===== config.mk =====
export PLATFORM = sky130hd
export DESIGN_NAME = midi_voice_allocator
export DESIGN_NICKNAME = d
export VERILOG_FILES = /design/src/rtl/midi_pkg.sv /design/src/rtl/midi_voice_allocator_voice_select.sv /design/src/rtl/midi_voice_allocator.sv
export SDC_FILE = /design/constraint.sdc
export NUM_CORES = 1
export LEC_CHECK = 0
export ABC_AREA = 1
export CORE_MARGIN = 4
export CORE_UTILIZATION = 40
export CTS_CLUSTER_SIZE = 30
export DETAILED_ROUTE_END_ITERATION = 7
export GPL_ROUTABILITY_DRIVEN = 0
export PLACE_DENSITY = 0.7
export SLEW_MARGIN = 20
export SYNTH_ARGS = -nofsm -noshare
export SYNTH_HDL_FRONTEND = slang
export SYNTH_SLANG_ARGS = --single-unit

===== constraint.sdc =====
create_clock -name CLK -period 3.5 [get_ports CLK]
set_input_delay 0.7 -clock CLK [delete_from_list [all_inputs] [get_ports CLK]]
set_output_delay 0.7 -clock CLK [all_outputs]
set_load 0.005 [all_outputs]

===== src/rtl/midi_pkg.sv =====
// Shared MIDI constants, message classification and byte-masking helper
// for the voice allocator.
package midi_pkg;

    localparam logic [3:0] NOTE_OFF         = 4'h8;
    localparam logic [3:0] NOTE_ON          = 4'h9;
    localparam logic [3:0] CTRL             = 4'hB;
    localparam logic [7:0] CC_ALL_NOTES_OFF = 8'd123;

    typedef enum logic [1:0] {
        MSG_NONE = 2'd0,
        MSG_ON   = 2'd1,
        MSG_OFF  = 2'd2,
        MSG_ANO  = 2'd3
    } msg_kind_e;

    function automatic logic [7:0] mask7(input logic [7:0] b);
        return b & 8'h7F;
    endfunction

endpackage


===== src/rtl/midi_voice_allocator_voice_select.sv =====
// Combinational voice search: voice already holding the incoming note,
// lowest-index free voice, and the oldest voice (highest age rank).
module voice_select #(
    parameter int NUM_VOICES = 4,
    parameter int IDX_W      = 2
) (
    input  logic [NUM_VOICES-1:0]       gate,
    input  logic [NUM_VOICES*IDX_W-1:0] rank,
    input  logic [NUM_VOICES*8-1:0]     note,
    input  logic [7:0]                  in_note,
    output logic [IDX_W-1:0]            match_idx,
    output logic                        match_vld,
    output logic [IDX_W-1:0]            free_idx,
    output logic                        free_vld,
    output logic [IDX_W-1:0]            old_idx,
    output logic                        old_vld
);

    logic hit_s;
    logic is_old_s;

    // Scan from the top down so the lowest matching index wins.
    always_comb begin
        match_idx = '0;
        match_vld = 1'b0;
        free_idx  = '0;
        free_vld  = 1'b0;
        old_idx   = '0;
        old_vld   = 1'b0;
        hit_s     = 1'b0;
        is_old_s  = 1'b0;
        for (int v = NUM_VOICES - 1; v >= 0; v--) begin
            hit_s     = gate[v] && (note[8*v +: 8] == in_note);
            match_idx = hit_s ? IDX_W'(v) : match_idx;
            match_vld = match_vld | hit_s;
            free_idx  = !gate[v] ? IDX_W'(v) : free_idx;
            free_vld  = free_vld | !gate[v];
            is_old_s  = (rank[IDX_W*v +: IDX_W] == IDX_W'(NUM_VOICES - 1));
            old_idx   = is_old_s ? IDX_W'(v) : old_idx;
            old_vld   = old_vld | is_old_s;
        end
    end

endmodule


===== src/rtl/midi_voice_allocator.sv =====
// Polyphonic MIDI voice allocator: note-on/off and all-notes-off handling
// with retrigger, lowest-free assignment and oldest-voice stealing.
module midi_voice_allocator
    import midi_pkg::*;
#(
    parameter int NUM_VOICES = 4,
    parameter int MIDI_CH    = 0,
    parameter int OMNI       = 0
) (
    input  logic                    CLK,
    input  logic                    RST,
    input  logic [23:0]             MIDI_MSG,
    input  logic                    MIDI_MSG_RDY,
    output logic [8*NUM_VOICES-1:0] VOICE_NOTE,
    output logic [8*NUM_VOICES-1:0] VOICE_VEL,
    output logic [NUM_VOICES-1:0]   VOICE_GATE,
    output logic [NUM_VOICES-1:0]   VOICE_TRIG,
    output logic [4:0]              ACTIVE_COUNT
);

    localparam int IDX_W = $clog2(NUM_VOICES);

    logic [8*NUM_VOICES-1:0]     note_q, note_d;
    logic [8*NUM_VOICES-1:0]     vel_q, vel_d;
    logic [NUM_VOICES-1:0]       gate_q, gate_d;
    logic [NUM_VOICES-1:0]       trig_q, trig_d;
    logic [NUM_VOICES*IDX_W-1:0] rank_q, rank_d;
    logic [4:0]                  cnt_q, cnt_d;

    logic [7:0]       status_s;
    logic [7:0]       d1_s;
    logic [7:0]       d2_s;
    logic             ch_ok_s;
    msg_kind_e        kind_s;

    logic [IDX_W-1:0] match_idx_s, free_idx_s, old_idx_s, sel_s;
    logic             match_vld_s, free_vld_s, old_vld_s, sel_vld_s;
    logic [IDX_W-1:0] old_rank_s;

    voice_select #(
        .NUM_VOICES (NUM_VOICES),
        .IDX_W      (IDX_W)
    ) u_voice_select (
        .gate      (gate_q),
        .rank      (rank_q),
        .note      (note_q),
        .in_note   (d1_s),
        .match_idx (match_idx_s),
        .match_vld (match_vld_s),
        .free_idx  (free_idx_s),
        .free_vld  (free_vld_s),
        .old_idx   (old_idx_s),
        .old_vld   (old_vld_s)
    );

    // Classify the incoming message; a zero-velocity note-on counts as note-off.
    always_comb begin
        status_s = MIDI_MSG[23:16];
        d1_s     = mask7(MIDI_MSG[15:8]);
        d2_s     = mask7(MIDI_MSG[7:0]);
        ch_ok_s  = (OMNI != 0) || (status_s[3:0] == 4'(MIDI_CH));
        kind_s   = MSG_NONE;
        if (MIDI_MSG_RDY && ch_ok_s) begin
            case (status_s[7:4])
                NOTE_ON:  kind_s = (d2_s != 8'd0) ? MSG_ON : MSG_OFF;
                NOTE_OFF: kind_s = MSG_OFF;
                CTRL:     kind_s = (d1_s == CC_ALL_NOTES_OFF) ? MSG_ANO : MSG_NONE;
                default:  kind_s = MSG_NONE;
            endcase
        end else begin
            kind_s = MSG_NONE;
        end
    end

    // Next voice state: retrigger beats free voice, free voice beats stealing.
    always_comb begin
        note_d     = note_q;
        vel_d      = vel_q;
        gate_d     = gate_q;
        trig_d     = '0;
        rank_d     = rank_q;
        cnt_d      = 5'd0;
        sel_s      = match_vld_s ? match_idx_s : (free_vld_s ? free_idx_s : old_idx_s);
        sel_vld_s  = match_vld_s | free_vld_s | old_vld_s;
        old_rank_s = rank_q[IDX_W*sel_s +: IDX_W];
        case (kind_s)
            MSG_ON: begin
                if (sel_vld_s) begin
                    note_d[8*sel_s +: 8] = d1_s;
                    vel_d[8*sel_s +: 8]  = d2_s;
                    gate_d[sel_s]        = 1'b1;
                    trig_d[sel_s]        = 1'b1;
                    for (int v = 0; v < NUM_VOICES; v++) begin
                        if (IDX_W'(v) == sel_s) begin
                            rank_d[IDX_W*v +: IDX_W] = '0;
                        end else if (rank_q[IDX_W*v +: IDX_W] < old_rank_s) begin
                            rank_d[IDX_W*v +: IDX_W] = rank_q[IDX_W*v +: IDX_W] + IDX_W'(1);
                        end else begin
                            rank_d[IDX_W*v +: IDX_W] = rank_q[IDX_W*v +: IDX_W];
                        end
                    end
                end else begin
                    trig_d = '0;
                end
            end
            MSG_OFF: begin
                for (int v = 0; v < NUM_VOICES; v++) begin
                    gate_d[v] = gate_q[v] & (note_q[8*v +: 8] != d1_s);
                end
            end
            MSG_ANO: begin
                gate_d = '0;
            end
            default: begin
                gate_d = gate_q;
            end
        endcase
        for (int v = 0; v < NUM_VOICES; v++) begin
            cnt_d = cnt_d + 5'(gate_d[v]);
        end
    end

    // State registers; reset restores the power-on age order (voice v has rank v).
    always_ff @(posedge CLK) begin
        if (RST) begin
            note_q <= '0;
            vel_q  <= '0;
            gate_q <= '0;
            trig_q <= '0;
            cnt_q  <= 5'd0;
            for (int v = 0; v < NUM_VOICES; v++) begin
                rank_q[IDX_W*v +: IDX_W] <= IDX_W'(v);
            end
        end else begin
            note_q <= note_d;
            vel_q  <= vel_d;
            gate_q <= gate_d;
            trig_q <= trig_d;
            cnt_q  <= cnt_d;
            rank_q <= rank_d;
        end
    end

    assign VOICE_NOTE   = note_q;
    assign VOICE_VEL    = vel_q;
    assign VOICE_GATE   = gate_q;
    assign VOICE_TRIG   = trig_q;
    assign ACTIVE_COUNT = cnt_q;

endmodule


==> metrics.txt, run 1 <==
# TYPE chip_impl_metric gauge
chip_impl_info{name="outcome",value="complete, no violations"} 1
chip_impl_metric{name="synth_area",unit="µm²"} 4480
chip_impl_metric{name="detail_route.wirelength",unit="mm"} 13.2
chip_impl_info{name="synth_common_cells",value="sky130_fd_sc_hd__nand2_1 (102), sky130_fd_sc_hd__dfxtp_1 (75), sky130_fd_sc_hd__nand3_1 (67)"} 1
chip_impl_metric{name="worst_ir_drop_vdd",unit="mV"} 0.215
chip_impl_metric{name="row_count",unit=""} 38
chip_impl_metric{name="coreArea",unit="µm²"} 10900
chip_impl_metric{name="power.combinational.fraction",unit=""} 0.083
chip_impl_metric{name="postCtsResizedCells",unit=""} 0
chip_impl_metric{name="detailroute.via_count",unit=""} 4599
chip_impl_metric{name="synth_mux_area_frac",unit=""} 0
chip_impl_metric{name="number_of_clock_buffers_inserted_by_tritoncts",unit=""} 9
chip_impl_metric{name="grt_overflow",unit=""} 0
chip_impl_metric{name="synth_xor_area_frac",unit=""} 0.0372
chip_impl_metric{name="met2_length",unit="mm"} 6.38
chip_impl_info{name="cp_cell_sequence",value="clkdlybuf4s50_1, buf_4, xnor2_1, nand3_1, nor3_2, nand2_1, nand2_1, nand2_2, nand2_4, inv_2, ha_1, o21ai_2, nand2_1, fa_1, ha_1, ha_1, inv_1, nor2_1"} 1
chip_impl_info{name="synth-main-ff-cell",value="sky130_fd_sc_hd__dfxtp_1"} 1
chip_impl_metric{name="dpl_cell_area",unit="µm²"} 5760
chip_impl_metric{name="maxCapViolCount",unit=""} 0
chip_impl_metric{name="cp_data_required_time",unit="ns"} 3.72
chip_impl_metric{name="detailedRoute.firstIterationViolations",unit=""} 280
chip_impl_metric{name="timing.final.crit_period",unit="ns"} 3.44
chip_impl_metric{name="area_growth",unit="%"} 33.5
chip_impl_metric{name="wirelength_met1",unit="mm"} 5.69
chip_impl_metric{name="distinct_cell_type_count_of_the_synthesized_netlist",unit=""} 46
chip_impl_metric{name="critical_path_peak_fanout",unit=""} 8
chip_impl_metric{name="synth_sequential_area_ratio",unit=""} 0.335
chip_impl_metric{name="largest_net_degree_at_the_start_of_global_routing",unit=""} 44
chip_impl_metric{name="finalCoreUtilization",unit=""} 0.549
chip_impl_metric{name="drcViolationCount",unit=""} 0
chip_impl_metric{name="die_height",unit="µm"} 114
chip_impl_metric{name="share_seq_of_total_power",unit=""} 0.503
chip_impl_metric{name="area_share_of_the_leading_cell_type_in_the_synthesized_netlist",unit=""} 0.335
chip_impl_metric{name="layout.nets",unit=""} 786
chip_impl_metric{name="num_io_pins",unit=""} 104
chip_impl_metric{name="synthCells",unit=""} 611
chip_impl_metric{name="cp_slowest_stage_delay",unit="ns"} 0.45
chip_impl_metric{name="synth-simple-area-share",unit=""} 0.329
chip_impl_metric{name="async_flop_share",unit=""} 0
chip_impl_info{name="yosys.cell_count.top_type",value="sky130_fd_sc_hd__nand2_1"} 1
chip_impl_info{name="hold_end",value="VOICE_VEL[17]"} 1
chip_impl_metric{name="insertion_delay",unit="ns"} 0.36
chip_impl_info{name="timing.setup.critical_path_class",value="in -> reg"} 1
chip_impl_metric{name="initial_util",unit=""} 0.411
chip_impl_info{name="critical_path.startpoint_type",value="primary input"} 1
chip_impl_metric{name="number_of_antenna_violations_at_the_first_check_in_global_routing",unit=""} 0
chip_impl_metric{name="total_leakage_power",unit="nW"} 2.48
chip_impl_metric{name="drt_first_pass_iters",unit=""} 6
chip_impl_metric{name="detail-route-antenna-nets",unit=""} 0
chip_impl_metric{name="reg2reg_setup_slack",unit="ns"} 0.63
chip_impl_metric{name="intPower",unit="mW"} 1.26
chip_impl_metric{name="synth_warnings",unit=""} 0
chip_impl_metric{name="switching_share",unit=""} 0.259
chip_impl_info{name="clk_tree_root_cell",value="sky130_fd_sc_hd__clkbuf_8"} 1
chip_impl_metric{name="synth_adder_area_share",unit=""} 0.0520
chip_impl_metric{name="post-route-period-util",unit=""} 0.984
chip_impl_metric{name="dp_hpwl",unit="mm"} 9.98
chip_impl_metric{name="cts.clk_slew.worst_paths",unit="ns"} 0.08
chip_impl_info{name="synth_top_family_by_area",value="simple AND/OR/NAND/NOR gates"} 1
chip_impl_metric{name="vias_in_the_first_global_route",unit=""} 4447
chip_impl_metric{name="met3_length",unit="µm"} 906
chip_impl_metric{name="antenna_cells",unit=""} 0
chip_impl_info{name="worst_path_max_delay_cell",value="sky130_fd_sc_hd__fa_1"} 1
chip_impl_metric{name="grt.total_usage",unit=""} 0.206
chip_impl_metric{name="drt-wirelength-per-cell",unit="µm"} 14.9
chip_impl_info{name="crit_family",value="adder cells"} 1
chip_impl_info{name="route.top_layer_used",value="met4"} 1
chip_impl_metric{name="worst-endpoint-arrival",unit="ns"} 3.67
chip_impl_info{name="crit-reg2reg-launch",value="VOICE_NOTE[25]"} 1
chip_impl_metric{name="postCtsSetupRepairBufs",unit=""} 0
chip_impl_metric{name="final_hold_viol_count",unit=""} 0
chip_impl_info{name="setup_repair_after_global_routing_missed_its_margin",value="true"} 1
chip_impl_info{name="hold_path.startpoint",value="VOICE_VEL[17]"} 1
chip_impl_metric{name="ctsHtreeMaxLevel",unit=""} 3
chip_impl_info{name="synth_area_leaders",value="sky130_fd_sc_hd__dfxtp_1 (34%), sky130_fd_sc_hd__nand2_1 (8.6%), sky130_fd_sc_hd__nand3_1 (7.5%), sky130_fd_sc_hd__a21oi_1 (6.3%), sky130_fd_sc_hd__ha_1 (4.8%)"} 1
chip_impl_metric{name="finish.instance_area",unit="µm²"} 5980
chip_impl_metric{name="count_of_input_and_output_buffers",unit=""} 91
chip_impl_info{name="synth_largest_area_cell",value="sky130_fd_sc_hd__dfxtp_1"} 1
chip_impl_metric{name="via_density_per_instance",unit=""} 5.19
chip_impl_info{name="end_kind",value="register"} 1
chip_impl_metric{name="cts.sink_count",unit=""} 75
chip_impl_metric{name="timing.critical_path.buf_inv",unit=""} 4
chip_impl_metric{name="hold-path-cell-count",unit=""} 2
chip_impl_metric{name="clk_path_buf_depth",unit=""} 2
chip_impl_metric{name="timing.slew.headroom",unit=""} 0.326
chip_impl_metric{name="synth-edff-count",unit=""} 0
chip_impl_metric{name="max_freq",unit="MHz"} 290
chip_impl_metric{name="wire_length_of_the_first_global_routing_pass",unit="mm"} 21.5
chip_impl_metric{name="post_route_cells_drive_above_1_share",unit=""} 0.186
chip_impl_metric{name="final-setup-viol-count",unit=""} 0
chip_impl_metric{name="floorplan.die_area",unit="µm²"} 12900
chip_impl_metric{name="synth_compound_gate_area_share",unit=""} 0.114
chip_impl_metric{name="finalClockSkew",unit="ns"} 0.0105
chip_impl_metric{name="p_total",unit="mW"} 1.70
chip_impl_metric{name="power.share.clock",unit=""} 0.414
chip_impl_metric{name="power_switching",unit="µW"} 439
chip_impl_metric{name="slew_worst_pin",unit="ns"} 1.01
chip_impl_metric{name="synth_seq_cells",unit=""} 75
chip_impl_info{name="holdCritPathClass",value="reg -> reg"} 1
chip_impl_info{name="worstReg2RegEnd",value="ACTIVE_COUNT[1]"} 1
chip_impl_metric{name="postSynthAreaPerCell",unit="µm²"} 7.33
chip_impl_info{name="tritoncts",value="built"} 1
chip_impl_metric{name="slew_viol_final",unit=""} 0
chip_impl_metric{name="ctsHoldBuffers",unit=""} 0
chip_impl_metric{name="r2r_cells",unit=""} 19
chip_impl_metric{name="p_per_area",unit="nW/µm²"} 284
chip_impl_metric{name="die-width",unit="µm"} 114
## layer usage
layer  vias up  global-route usage
met2       167               0.347
met3        23              0.0504
met5         -                   0
met4         0              0.0633
li1       2268                   -
met1      2141               0.260
## layout make-up
cell class                      instances  area (µm²)
Multi-Input combinational cell        440        2440
Inverter                               59         251
Sequential cell                        75        1500
Clock buffer                           10         128
Clock inverter                          6        72.6
Tap cell                              140         175
Timing Repair Buffer                  156        1410
Fill cell                            1020        4910
## stage by stage
step	setup slack [ns]	cells	hold slack (ns)	setup TNS, ns
after floorplan	0.0152	620	0.456	0
after global placement	-0.251	870	0.455	-3.00
after detailed placement	-0.360	870	0.457	-3.86
after CTS	0.0134	886	0.471	0
after global routing	-0.100	886	0.482	-0.100
final	0.0574	886	0.468	0
## flip-flops by register name, indices dropped and copies added, names as in the netlist
register	flops
rank_q	8
ACTIVE_COUNT	3
VOICE_TRIG	4
VOICE_NOTE	28
VOICE_GATE	4
VOICE_VEL	28
## cells in the final DEF, fill, tap and decap left out, drive strengths merged
| master | instances |
|---|---|
| nand2 | 119 |
| clkdlybuf4s50 | 91 |
| dfxtp | 75 |
| nand3 | 75 |
| buf | 65 |
| inv | 58 |
| a21oi | 57 |
| nor2 | 57 |
| o21ai | 34 |
| nand4 | 23 |
| ha | 17 |
| xnor2 | 16 |
| nor3 | 14 |
| conb | 10 |
| clkbuf | 10 |
| nor4 | 5 |
| clkinv | 4 |
| xor2 | 3 |
| clkinvlp | 2 |
| a31oi | 2 |
| nor3b | 2 |
| a32o | 1 |
| o211ai | 1 |
| and3 | 1 |
| o2111ai | 1 |
| a21boi | 1 |
| fa | 1 |
| bufinv | 1 |
## cells by family (layout without fill, tap and decap cells)
family,Yosys count,count (layout)
buffers and inverters,105,231
flip-flops,75,75
other,1,10
adder cells (fa/ha/maj),18,18
AND/OR/NAND/NOR,296,296
AO/OA/AOI/OAI,97,97
XOR/XNOR,19,19
## worst min-delay path, stage by stage (launching register included)
cell and delay [ns]:
sky130_fd_sc_hd__dfxtp_1 0.32, sky130_fd_sc_hd__nand2_1 0.06, sky130_fd_sc_hd__a21oi_1 0.05
## power by group through the flow
stage               combinational (mW)  clock (mW)  sequential [mW]
floorplan                       0.0820           0            0.873
global placement                 0.135           0            0.873
detailed placement               0.138           0            0.874
CTS                              0.138       0.708            0.853
global route                     0.152       0.748            0.854
finish                           0.140       0.702            0.853
## how the worst max path moves through the flow
stage                       startpoint         endpoint  slack (ns)  cells after the start
after floorplan           MIDI_MSG[14]  ACTIVE_COUNT[1]        0.02                     20
after global placement     MIDI_MSG[8]  ACTIVE_COUNT[1]       -0.25                     18
after detailed placement   MIDI_MSG[9]  ACTIVE_COUNT[1]       -0.36                     20
after CTS                  MIDI_MSG[9]  ACTIVE_COUNT[1]        0.01                     20
after global routing       MIDI_MSG[8]  ACTIVE_COUNT[1]       -0.10                     18
final                      MIDI_MSG[8]  ACTIVE_COUNT[1]        0.06                     18
(Power assumes the default switching activity.)
==> run 2, diff against run 1 <==
--- a/config.mk
+++ b/config.mk
@@ -11,6 +11,7 @@
 export CTS_CLUSTER_SIZE = 30
 export DETAILED_ROUTE_END_ITERATION = 7
 export GPL_ROUTABILITY_DRIVEN = 0
+export HOLD_SLACK_MARGIN = 0.02
 export PLACE_DENSITY = 0.7
 export SLEW_MARGIN = 20
 export SYNTH_ARGS = -nofsm -noshare
==> constraint.sdc (replaced) <==
create_clock -name CLK -period 2.95 [get_ports CLK]
set_input_delay 0.59 -clock CLK [delete_from_list [all_inputs] [get_ports CLK]]
set_output_delay 0.59 -clock CLK [all_outputs]
set_load 0.005 [all_outputs]
==> run 2 against run 1 <==
  * The flow now finishes with violations (negative setup slack)
  * Highest routed layer unchanged
  * Count of clock-buffer cells in the layout stayed put
  * Largest cell class unchanged
  * Power increased by 23%
  * Global-route usage rose by 2.6 points
  * Clock skew is 0.0021 ns higher
  * Sequential share of layout area is 2.9 points lower
  * Via count increased by 13%
  * Sequential cell count unchanged
==> metrics.txt, run 2 (synthesis gave the netlist of run 1 again) <==
# TYPE chip_impl_metric gauge
chip_impl_metric{name="p_per_area",unit="nW/µm²"} 309
chip_impl_metric{name="intPower",unit="mW"} 1.55
chip_impl_info{name="tritoncts",value="built"} 1
chip_impl_metric{name="max_freq",unit="MHz"} 336
chip_impl_metric{name="r2r_cells",unit=""} 16
chip_impl_info{name="timing.setup.critical_path_class",value="in -> reg"} 1
chip_impl_metric{name="coreArea",unit="µm²"} 10900
chip_impl_metric{name="drt-wirelength-per-cell",unit="µm"} 17.3
chip_impl_metric{name="timing.slew.headroom",unit=""} 0.503
chip_impl_metric{name="worst-endpoint-arrival",unit="ns"} 3.21
chip_impl_metric{name="final-setup-viol-count",unit=""} 1
chip_impl_metric{name="antenna_cells",unit=""} 0
chip_impl_metric{name="grt.total_usage",unit=""} 0.231
chip_impl_metric{name="drt_first_pass_iters",unit=""} 5
chip_impl_metric{name="cp_data_required_time",unit="ns"} 3.18
chip_impl_metric{name="ctsHoldBuffers",unit=""} 0
chip_impl_info{name="crit_family",value="adder cells"} 1
chip_impl_metric{name="via_density_per_instance",unit=""} 5.53
chip_impl_info{name="mostFrequentLayoutCells",value="sky130_fd_sc_hd__buf_4 (106), sky130_fd_sc_hd__nand2_1 (87), sky130_fd_sc_hd__clkdlybuf4s50_1 (76)"} 1
chip_impl_metric{name="finalClockSkew",unit="ns"} 0.0126
chip_impl_metric{name="largest_net_degree_at_the_start_of_global_routing",unit=""} 44
chip_impl_metric{name="total_leakage_power",unit="nW"} 2.87
chip_impl_metric{name="wire_length_of_the_first_global_routing_pass",unit="mm"} 24.2
chip_impl_metric{name="p_total",unit="mW"} 2.09
chip_impl_metric{name="drcViolationCount",unit=""} 0
chip_impl_metric{name="power.share.clock",unit=""} 0.407
chip_impl_metric{name="share_seq_of_total_power",unit=""} 0.484
chip_impl_metric{name="num_io_pins",unit=""} 104
chip_impl_metric{name="final_hold_viol_count",unit=""} 0
chip_impl_metric{name="number_of_clock_buffers_inserted_by_tritoncts",unit=""} 9
chip_impl_metric{name="final.fill_count",unit=""} 890
chip_impl_metric{name="cp_slowest_stage_delay",unit="ns"} 0.49
chip_impl_metric{name="vias_in_the_first_global_route",unit=""} 5049
chip_impl_info{name="clk_tree_root_cell",value="sky130_fd_sc_hd__clkbuf_8"} 1
chip_impl_metric{name="power_switching",unit="µW"} 546
chip_impl_metric{name="row_count",unit=""} 38
chip_impl_metric{name="count_of_input_and_output_buffers",unit=""} 91
chip_impl_metric{name="switching_share",unit=""} 0.261
chip_impl_metric{name="final_critical_path_setup_slack",unit="ns"} -0.0247
chip_impl_metric{name="slew_viol_final",unit=""} 0
chip_impl_metric{name="area_growth",unit="%"} 51.2
chip_impl_metric{name="detailroute.via_count",unit=""} 5183
chip_impl_metric{name="post_route_cells_drive_above_1_share",unit=""} 0.315
chip_impl_metric{name="power.combinational.fraction",unit=""} 0.109
chip_impl_metric{name="grt_overflow",unit=""} 0
chip_impl_info{name="critical_path.startpoint_type",value="primary input"} 1
chip_impl_metric{name="post-route-period-util",unit=""} 1.01
chip_impl_info{name="holdCritPathClass",value="reg -> reg"} 1
chip_impl_metric{name="slew_worst_pin",unit="ns"} 0.745
chip_impl_metric{name="die_height",unit="µm"} 114
chip_impl_metric{name="cts.sink_count",unit=""} 75
chip_impl_info{name="end_kind",value="register"} 1
chip_impl_metric{name="layout.nets",unit=""} 838
chip_impl_metric{name="hold-path-cell-count",unit=""} 2
chip_impl_metric{name="number_of_antenna_violations_at_the_first_check_in_global_routing",unit=""} 0
chip_impl_metric{name="clk_path_buf_depth",unit=""} 2
chip_impl_metric{name="timing.final.crit_period",unit="ns"} 2.97
chip_impl_info{name="layout_commonest_cell",value="sky130_fd_sc_hd__buf_4"} 1
chip_impl_info{name="critical_path.most_common_cell",value="sky130_fd_sc_hd__nand2_2"} 1
chip_impl_metric{name="cp_num_cells",unit=""} 20
chip_impl_info{name="worst_path_max_delay_cell",value="sky130_fd_sc_hd__fa_1"} 1
chip_impl_info{name="outcome",value="finished with violations"} 1
chip_impl_info{name="violations",value="negative setup slack"} 1
chip_impl_metric{name="floorplan.die_area",unit="µm²"} 12900
chip_impl_metric{name="maxCapViolCount",unit=""} 0
chip_impl_metric{name="dp_hpwl",unit="mm"} 10.4
chip_impl_metric{name="detail-route-antenna-nets",unit=""} 0
chip_impl_metric{name="finish.instance_area",unit="µm²"} 6770
chip_impl_metric{name="cts.clk_slew.worst_paths",unit="ns"} 0.09
chip_impl_metric{name="insertion_delay",unit="ns"} 0.35
chip_impl_info{name="setup_repair_after_global_routing_missed_its_margin",value="true"} 1
chip_impl_metric{name="die-width",unit="µm"} 114
chip_impl_metric{name="dpl_cell_area",unit="µm²"} 5870
chip_impl_metric{name="detail_route.wirelength",unit="mm"} 16.2
chip_impl_metric{name="ctsHtreeMaxLevel",unit=""} 3
chip_impl_info{name="cp_cell_sequence",value="dlygate4sd2_1, buf_6, inv_4, nand2_2, nand2_2, nand3_2, nor3_2, nand2_1, nand2_2, nand2_4, nand2_8, inv_4, ha_4, o21ai_4, nand2_2, fa_1, ha_2, ha_4, inv_2, nor2_1"} 1
chip_impl_metric{name="finalHoldWorstSlack",unit="ns"} 0.472
chip_impl_metric{name="critical_path_peak_fanout",unit=""} 6
chip_impl_metric{name="initial_util",unit=""} 0.411
chip_impl_metric{name="detailedRoute.firstIterationViolations",unit=""} 374
chip_impl_metric{name="timing.critical_path.buf_inv",unit=""} 5
chip_impl_metric{name="worst_ir_drop_vdd",unit="mV"} 0.229
-- run 2: layout make-up --
cell class,count,area (µm²),share of cell area
Sequential cell,75,1500,0.222
Timing Repair Buffer,208,1830,0.270
Inverter,59,250,0.0370
Clock buffer,10,138,0.0203
Multi-Input combinational cell,440,2810,0.414
Clock inverter,6,71.3,0.0105
Tap cell,140,175,0.0259
-- run 2: path summary, 6_finish.rpt --
path                                     start         endpoint  slack, ns
worst max-delay path              MIDI_MSG[13]  ACTIVE_COUNT[1]      -0.02
worst min-delay path             VOICE_VEL[17]    VOICE_VEL[17]       0.47
worst max register to register  VOICE_NOTE[14]  ACTIVE_COUNT[1]       0.04
worst min register to register   VOICE_VEL[17]    VOICE_VEL[17]       0.47
-- run 2: timing repair --
item                                    in CTS  in global routing
cloned                                       0                  0
setup buffers                               37                  8
pin swaps                                   38                 30
gates resized for setup                     51                 63
endpoints found under the setup margin      64                 63
-- run 2: per-stage QoR --
stage / setup TNS [ns] / std cells / util / setup slack, ns
finish: -0.0247 / 938 / 0.622 / -0.0247
global route: -0.484 / 938 / 0.622 / -0.0953
CTS: 0 / 930 / 0.591 / 0.00179
detailed placement: -29.37 / 877 / 0.539 / -0.675
global placement: -23.33 / 877 / 0.539 / -0.560
floorplan: -0.713 / 620 / - / -0.313
-- run 2: routing by layer --
metal | GRT usage | up-vias | wire [µm]
met5 | 0 | - | 0
met4 | 0.106 | 0 | 774
met3 | 0.0456 | 89 | 1390
met2 | 0.408 | 322 | 7960
met1 | 0.270 | 2404 | 6110
li1 | - | 2368 | -
-- run 2: power groups by stage --
stage                     Sequential (mW)  Combinational [mW]  Clock, mW
after floorplan                      1.04              0.0990          0
after global placement               1.04               0.165          0
after detailed placement             1.04               0.167          0
after CTS                            1.01               0.199      0.863
after global routing                 1.01               0.242      0.895
final                                1.01               0.229      0.851
-- run 2: worst register-to-register path, cell delays in order (launching register included) --
cell and delay (ns):
sky130_fd_sc_hd__dfxtp_1 0.50, sky130_fd_sc_hd__xor2_2 0.31, sky130_fd_sc_hd__nor2_4 0.09, sky130_fd_sc_hd__nand3_4 0.10
sky130_fd_sc_hd__nand2_4 0.06, sky130_fd_sc_hd__nor2_4 0.13, sky130_fd_sc_hd__nand2_4 0.09, sky130_fd_sc_hd__nand2_8 0.12
sky130_fd_sc_hd__inv_4 0.06, sky130_fd_sc_hd__ha_4 0.16, sky130_fd_sc_hd__o21ai_4 0.14, sky130_fd_sc_hd__nand2_2 0.07
sky130_fd_sc_hd__fa_1 0.49, sky130_fd_sc_hd__ha_2 0.20, sky130_fd_sc_hd__ha_4 0.21, sky130_fd_sc_hd__inv_2 0.04
sky130_fd_sc_hd__nor2_1 0.03
==> run 3, diff against run 2 <==
--- a/config.mk
+++ b/config.mk
@@ -13,7 +13,6 @@
 export GPL_ROUTABILITY_DRIVEN = 0
 export HOLD_SLACK_MARGIN = 0.02
 export PLACE_DENSITY = 0.7
-export SLEW_MARGIN = 20
 export SYNTH_ARGS = -nofsm -noshare
 export SYNTH_HDL_FRONTEND = slang
 export SYNTH_SLANG_ARGS = --single-unit
==> results of run 3 <==
The final DEF is identical to that of run 2; final timing and power are the same.
==> patch 1, RTL diff (config.mk and constraints of run 1) <==
`NUM_VOICES` is set to 4 in 2 places; all go to 2.
--- a/src/rtl/midi_voice_allocator_voice_select.sv
+++ b/src/rtl/midi_voice_allocator_voice_select.sv
@@ -1,7 +1,7 @@
 // Combinational voice search: voice already holding the incoming note,
 // lowest-index free voice, and the oldest voice (highest age rank).
 module voice_select #(
-    parameter int NUM_VOICES = 4,
+    parameter int NUM_VOICES = 2,
     parameter int IDX_W      = 2
 ) (
     input  logic [NUM_VOICES-1:0]       gate,
--- a/src/rtl/midi_voice_allocator.sv
+++ b/src/rtl/midi_voice_allocator.sv
@@ -3,7 +3,7 @@
 module midi_voice_allocator
     import midi_pkg::*;
 #(
-    parameter int NUM_VOICES = 4,
+    parameter int NUM_VOICES = 2,
     parameter int MIDI_CH    = 0,
     parameter int OMNI       = 0
 ) (
Interface: changed (resized VOICE_GATE, VOICE_NOTE, VOICE_TRIG and VOICE_VEL); port bits go from 104 to 68. The function was not compared with the original's and may differ.
==> patch 1 against run 1 <==
  * Register-to-register slack improved by 1.1 ns
  * Cell area fell by 53%
  * Sequential cell count down 39
  * Wire length is 61% lower
  * Total power shrank 52%
  * Via count decreased by 54%
  * Area after synthesis down 52%
  * Setup slack improved by 0.89 ns
  * Largest cell class unchanged
  * Largest power group unchanged
==> patch 1: results (changes against run 1) <==
| Step | Item | Value | Change |
|---|---|---|---|
| grt | Global-route met3 utilization | 4.77% | -0.27 points |
| routing | Number of search-and-repair iterations in the first detailed-routing pass | 4 | -2 |
| worst setup path | Minimum setup slack among reg-to-reg paths | 1.74 ns | +1.11 ns |
| logic synthesis | Leading post-synthesis cells by cell area | dfxtp_1, nand2_1, nor2_1, inv_1, nand3_1 |  |
| power | Reported leakage power | 0.00133 uW | -46% |
| worst setup path | Startpoint of the worst-slack reg-to-reg timing path | VOICE_NOTE[0]$_SDFFE_PP0P_ |  |
| routing | Routed length on met1 | 2370 um | -58% |
| routing | Drt total wl | 5200 um | -61% |
| sta | Shortest period the worst path allows | 2.55 ns | -0.893 ns |
| finish | Proportion of layout cells with a drive suffix above 1 | 10.5% | -8.1 points |
| sta | Transition time at the pin with the least slew margin | 0.625 ns | -0.385 ns |
| worst setup path | Data arrival time of the worst path | 2.72 ns | -0.95 ns |
| power | Maximum vdd drop | 0.185 mV | -14% |
| placed design | Post-Place Cell Area | 2720 um^2 | -53% |
| grt | Global-route wire length before repair | 8510 um | -60% |
| min path | Worst hold endpoint | VOICE_VEL[2]$_SDFFE_PP0P_ |  |
| worst setup path | RR Endpoint | VOICE_VEL[5]$_SDFFE_PP0P_ |  |
| clocking | CTS HTree Levels | 2 | -1 |
| logic synthesis | Commonest cells in the synthesized netlist | nand2_1, nor2_1, inv_1 |  |
| routing | Violation count after the first detailed-routing iteration | 99 | -65% |
| grt | Met2 capacity usage during global routing | 28.1% | -6.6 points |
| sta | Final Skew | 0.00513 ns | -0.00539 ns |
| routing | Detailed-routed wire length on met3 | 353 um | -61% |
| placed design | Detailed placer's ending HPWL | 3830 um | -62% |
| finish | Number of nets at the end of the flow | 418 | -47% |
| placed design | Pre-CTS setup slack | 0.644 ns | +1.00 ns |
| status | Run status | complete, no violations |  |
| worst setup path | Worst r2r path cells | 11 | -8 |
| finish | Antenna Cells | 0 | unchanged |
| clocking | Number of buffers created by CTS | 5 | -4 |
| min path | Hold Path Origin | VOICE_VEL[2]$_SDFFE_PP0P_ |  |
| placed design | Placed cell count | 453 | -48% |
| logic synthesis | Netlist cell types | 26 | -43% |
| worst setup path | Destination of the critical timing path | ACTIVE_COUNT[0]$_SDFF_PP0_ |  |
| placed design | Total of buffers placed on input and output ports | 58 | -36% |
[patch 1: changes by cell type after synthesis, moves of 7 or more]
| cell | change |
|---|---|
| o21ai_0 | -18 |
| o21ai_1 | -11 |
| nand3_1 | -46 |
| clkbuf_1 | -11 |
| xnor2_1 | -12 |
| nor3_1 | -11 |
| nor2_1 | +9 |
| buf_4 | -7 |
| dfxtp_1 | -39 |
| ha_1 | -16 |
| a21oi_1 | -54 |
[patch 1: per-stage QoR]
stage / hold slack, ns / utilization (%)
after floorplan: 0.463 / -
after global placement: 0.457 / 53.0
after detailed placement: 0.469 / 53.0
final: 0.484 / 54.9
after CTS: 0.484 / 54.9
after global routing: 0.506 / 54.9
[patch 1: logic make-up after synthesis]
| logic type | share of synthesized area (%) |
|---|---|
| AND/OR/NAND/NOR | 47.8 |
| flip-flops | 33.7 |
| buffers and inverters | 13.6 |
| AO/OA/AOI/OAI | 2.52 |
| other | 0.175 |
| adder cells (fa/ha/maj) | 0.585 |
| XOR/XNOR | 1.64 |
[patch 1: where the power goes]
group	total, uW	leakage, uW	switching (uW)	internal, uW
Clock	322	0.0000503	147	175
Sequential	409	0.000290	0.0552	409
Combinational	79.6	0.000988	43.5	36.0
[patch 1: layout make-up]
| cell class | instances | area, um^2 |
|---|---|---|
| fillers | 520 | 2320 |
| multi-input cells | 242 | 1150 |
| flip-flops and latches | 36 | 721 |
| repair buffers | 60 | 596 |
| inverters | 45 | 169 |
| clock buffers | 7 | 96.3 |
| well taps | 70 | 87.6 |
[patch 1: critical path: stages]
cell             delay (ns)
clkdlybuf4s50_1        0.69
nand2_2                0.08
nor2_2                 0.14
nand3_2                0.13
nand2_1                0.21
nand2_1                0.10
inv_1                  0.08
o21ai_0                0.09
nand2_1                0.10
inv_1                  0.05
ha_1                   0.26
inv_1                  0.05
nor2_1                 0.03
==> patch 2, RTL diff (config.mk and constraints of run 1) <==
Without the edit above. Register the output `ACTIVE_COUNT` once more, cleared by the reset; this adds one clock of latency there. The other outputs are not delayed to match.
--- a/src/rtl/midi_voice_allocator.sv
+++ b/src/rtl/midi_voice_allocator.sv
@@ -145,7 +145,13 @@
     assign VOICE_VEL    = vel_q;
     assign VOICE_GATE   = gate_q;
     assign VOICE_TRIG   = trig_q;
-    assign ACTIVE_COUNT = cnt_q;
+    always_ff @(posedge CLK) begin
+        if (RST) begin
+            ACTIVE_COUNT <= '0;
+        end else begin
+            ACTIVE_COUNT <= cnt_q;
+        end
+    end
 
 endmodule
 
Formal check against the unedited RTL: not equivalent (a bounded check fails within 4 cycles, from zero or initial values and one cycle with RST high).
==> patch 2 against run 1 <==
  * Final cell count is 0.45% lower
  * First-iteration DRC count fell by 18%
  * Cell area is 6.2% higher
  * Count of clock-buffer cells in the layout grew 1
  * Wire length fell by 0.37%
  * Area after synthesis is 0.56% higher
  * Setup slack gained 0.016 ns
  * Total power rose by 11%
  * Die area up 0.52%
  * Clock skew fell by 0.0025 ns
  * Sequential cell count rose by 3
==> patch 2: results (changes against run 1) <==
| Step | Item | Value | Change |
|---|---|---|---|
| worst setup path | Highest-delay cell along the critical path | fa_1 |  |
| power | Reported leakage power | 0.00262 uW | +6.0% |
| status | Run status | complete, no violations |  |
| clocking | Clock Root Buffer | clkbuf_16 |  |
| sta | Worst hold-check slack | 0.400 ns | -0.0675 ns |
| min path | Hold Path Origin | cnt_q[1]$_SDFF_PP0_ |  |
| logic synthesis | Leading post-synthesis cells by cell area | dfxtp_1, nand2_1, inv_1, a211oi_2, nand3_1 |  |
| routing | Drt total wl | 13200 um | -0.37% |
| placed design | Detailed placer's ending HPWL | 9540 um | -4.5% |
| min path | Worst hold endpoint | ACTIVE_COUNT[1]$_SDFF_PP0_ |  |
| worst setup path | CP peak stage delay | 0.48 ns | +0.03 ns |
| routing | Number of search-and-repair iterations in the first detailed-routing pass | 4 | -2 |
| placed design | Placed cell count | 861 | -1.0% |
| routing | Via-to-Cell Ratio | 5.15 | -0.75% |
| logic synthesis | Average size of a mapped cell | 7.60 um^2 | +3.8% |
| routing | Routed vias | 4544 | -1.2% |
| grt | Global-route wire length before repair | 21200 um | -1.0% |
| grt | GR Util All Layers | 20.1% | -0.43 points |
| worst setup path | Data arrival time of the worst path | 3.64 ns | -0.03 ns |
| finish | Number of nets at the end of the flow | 783 | -0.38% |
| worst setup path | Minimum setup slack among reg-to-reg paths | 0.62 ns |  |
| clocking | Clock latency reported for the late side of the worst-skew pair | 0.34 ns | -0.02 ns |
| sta | Final Skew | 0.00803 ns | -0.00249 ns |
| logic synthesis | Netlist cell types | 38 | -17% |
| sta | Transition time at the pin with the least slew margin | 0.503 ns | -0.507 ns |
| power | Maximum vdd drop | 0.170 mV | -21% |
| grt | Via count of the first global-routing pass | 4583 | +3.1% |
| worst setup path | RR Endpoint | cnt_q[1]$_SDFF_PP0_ |  |
| grt | Maximum number of pins on one net before global-route repair | 40 | -9.1% |
| clocking | Clock transition at the register clock pins on the worst setup and hold paths after CTS | 0.05 ns | -0.03 ns |
| logic synthesis | Share of the yosys chip area belonging to registers | 34.7% | +1.1 points |
| finish | Proportion of layout cells with a drive suffix above 1 | 22.6% | +4.0 points |
| logic synthesis | Commonest cells in the synthesized netlist | nand2_1, inv_1, dfxtp_1 |  |
| power | Internal Pwr Total | 1440 uW | +15% |
-- patch 2: changes by cell type after synthesis, sizes merged, moves of 4 or more --
cell and delta:
a211oi +36, a31oi +34, a21oi -33, inv +33, nand3 -26, nand2 -22, o21ai -19, nand4 -10
nor2 -10, nor3 -4
-- patch 2: worst max-delay path by stage --
stage               cells after the start          from                   to  slack (ns)
floorplan                              19  MIDI_MSG[14]  cnt_q[1]$_SDFF_PP0_        0.01
global placement                       20   MIDI_MSG[9]  cnt_q[1]$_SDFF_PP0_       -0.37
detailed placement                     20   MIDI_MSG[9]  cnt_q[1]$_SDFF_PP0_       -0.43
CTS                                    21  MIDI_MSG[12]  cnt_q[1]$_SDFF_PP0_        0.02
global route                           17  MIDI_MSG[10]  cnt_q[1]$_SDFF_PP0_        -0.1
finish                                 17  MIDI_MSG[10]  cnt_q[1]$_SDFF_PP0_        0.07
-- patch 2: power by group through the flow --
stage                     sequential (uW)  clock (uW)  combinational (uW)
final                                 889         839                 159
after global routing                  888         890                 174
after CTS                             888         851                 146
after detailed placement              908           0                 145
after global placement                908           0                 143
after floorplan                       908           0                78.6
-- patch 2: per-stage QoR --
stage / instance area (um^2) / setup slack [ns] / setup TNS, ns / total power (uW)
after global placement: 5890 / -0.367 / -16.51 / 1050
after CTS: 6150 / 0.0154 / 0 / 1890
after detailed placement: 5890 / -0.433 / -22.68 / 1050
after global routing: 6350 / -0.0970 / -0.139 / 1950
after floorplan: 4540 / 0.00977 / 0 / 987
final: 6350 / 0.0738 / 0 / 1890
-- patch 2: area by class of cell --
cell class | count | area, um^2 | share of cell area (%)
sequential | 78 | 1560 | 24.6
tap | 140 | 175 | 2.76
multi-input combinational | 387 | 2450 | 38.6
clock inverter | 4 | 25.0 | 0.394
clock buffer | 11 | 233 | 3.67
timing repair buffer | 170 | 1560 | 24.5
inverter | 92 | 348 | 5.48
-- patch 2: timing repair --
action | 4_1_cts | 5_1_grt
pin swaps | 0 | 14
resized for setup | 2 | 43
setup buffers | 0 | 7
setup endpoints to repair | 47 | 64
gates cloned | 0 | 0
-- patch 2: metal layers --
metal  GRT usage (%)  wire, um  part of all wire, %
met1            24.2      5570                   42
met2            34.5      6380                   48
met5               0         0                    0
met3            3.81       845                  6.4
met4            9.74       389                  2.9
-- patch 2: kinds of logic (layout without fill, tap and decap cells) --
group | after synthesis | count (layout) | share of synthesized area [%]
other | 1 | 10 | 0.0833
AND/OR/NAND/NOR | 222 | 222 | 22.8
AO/OA/AOI/OAI | 118 | 118 | 19.2
XOR/XNOR | 19 | 19 | 3.70
adder cells (fa/ha/maj) | 18 | 18 | 5.17
buffers and inverters | 136 | 277 | 14.4
flip-flops | 78 | 78 | 34.7
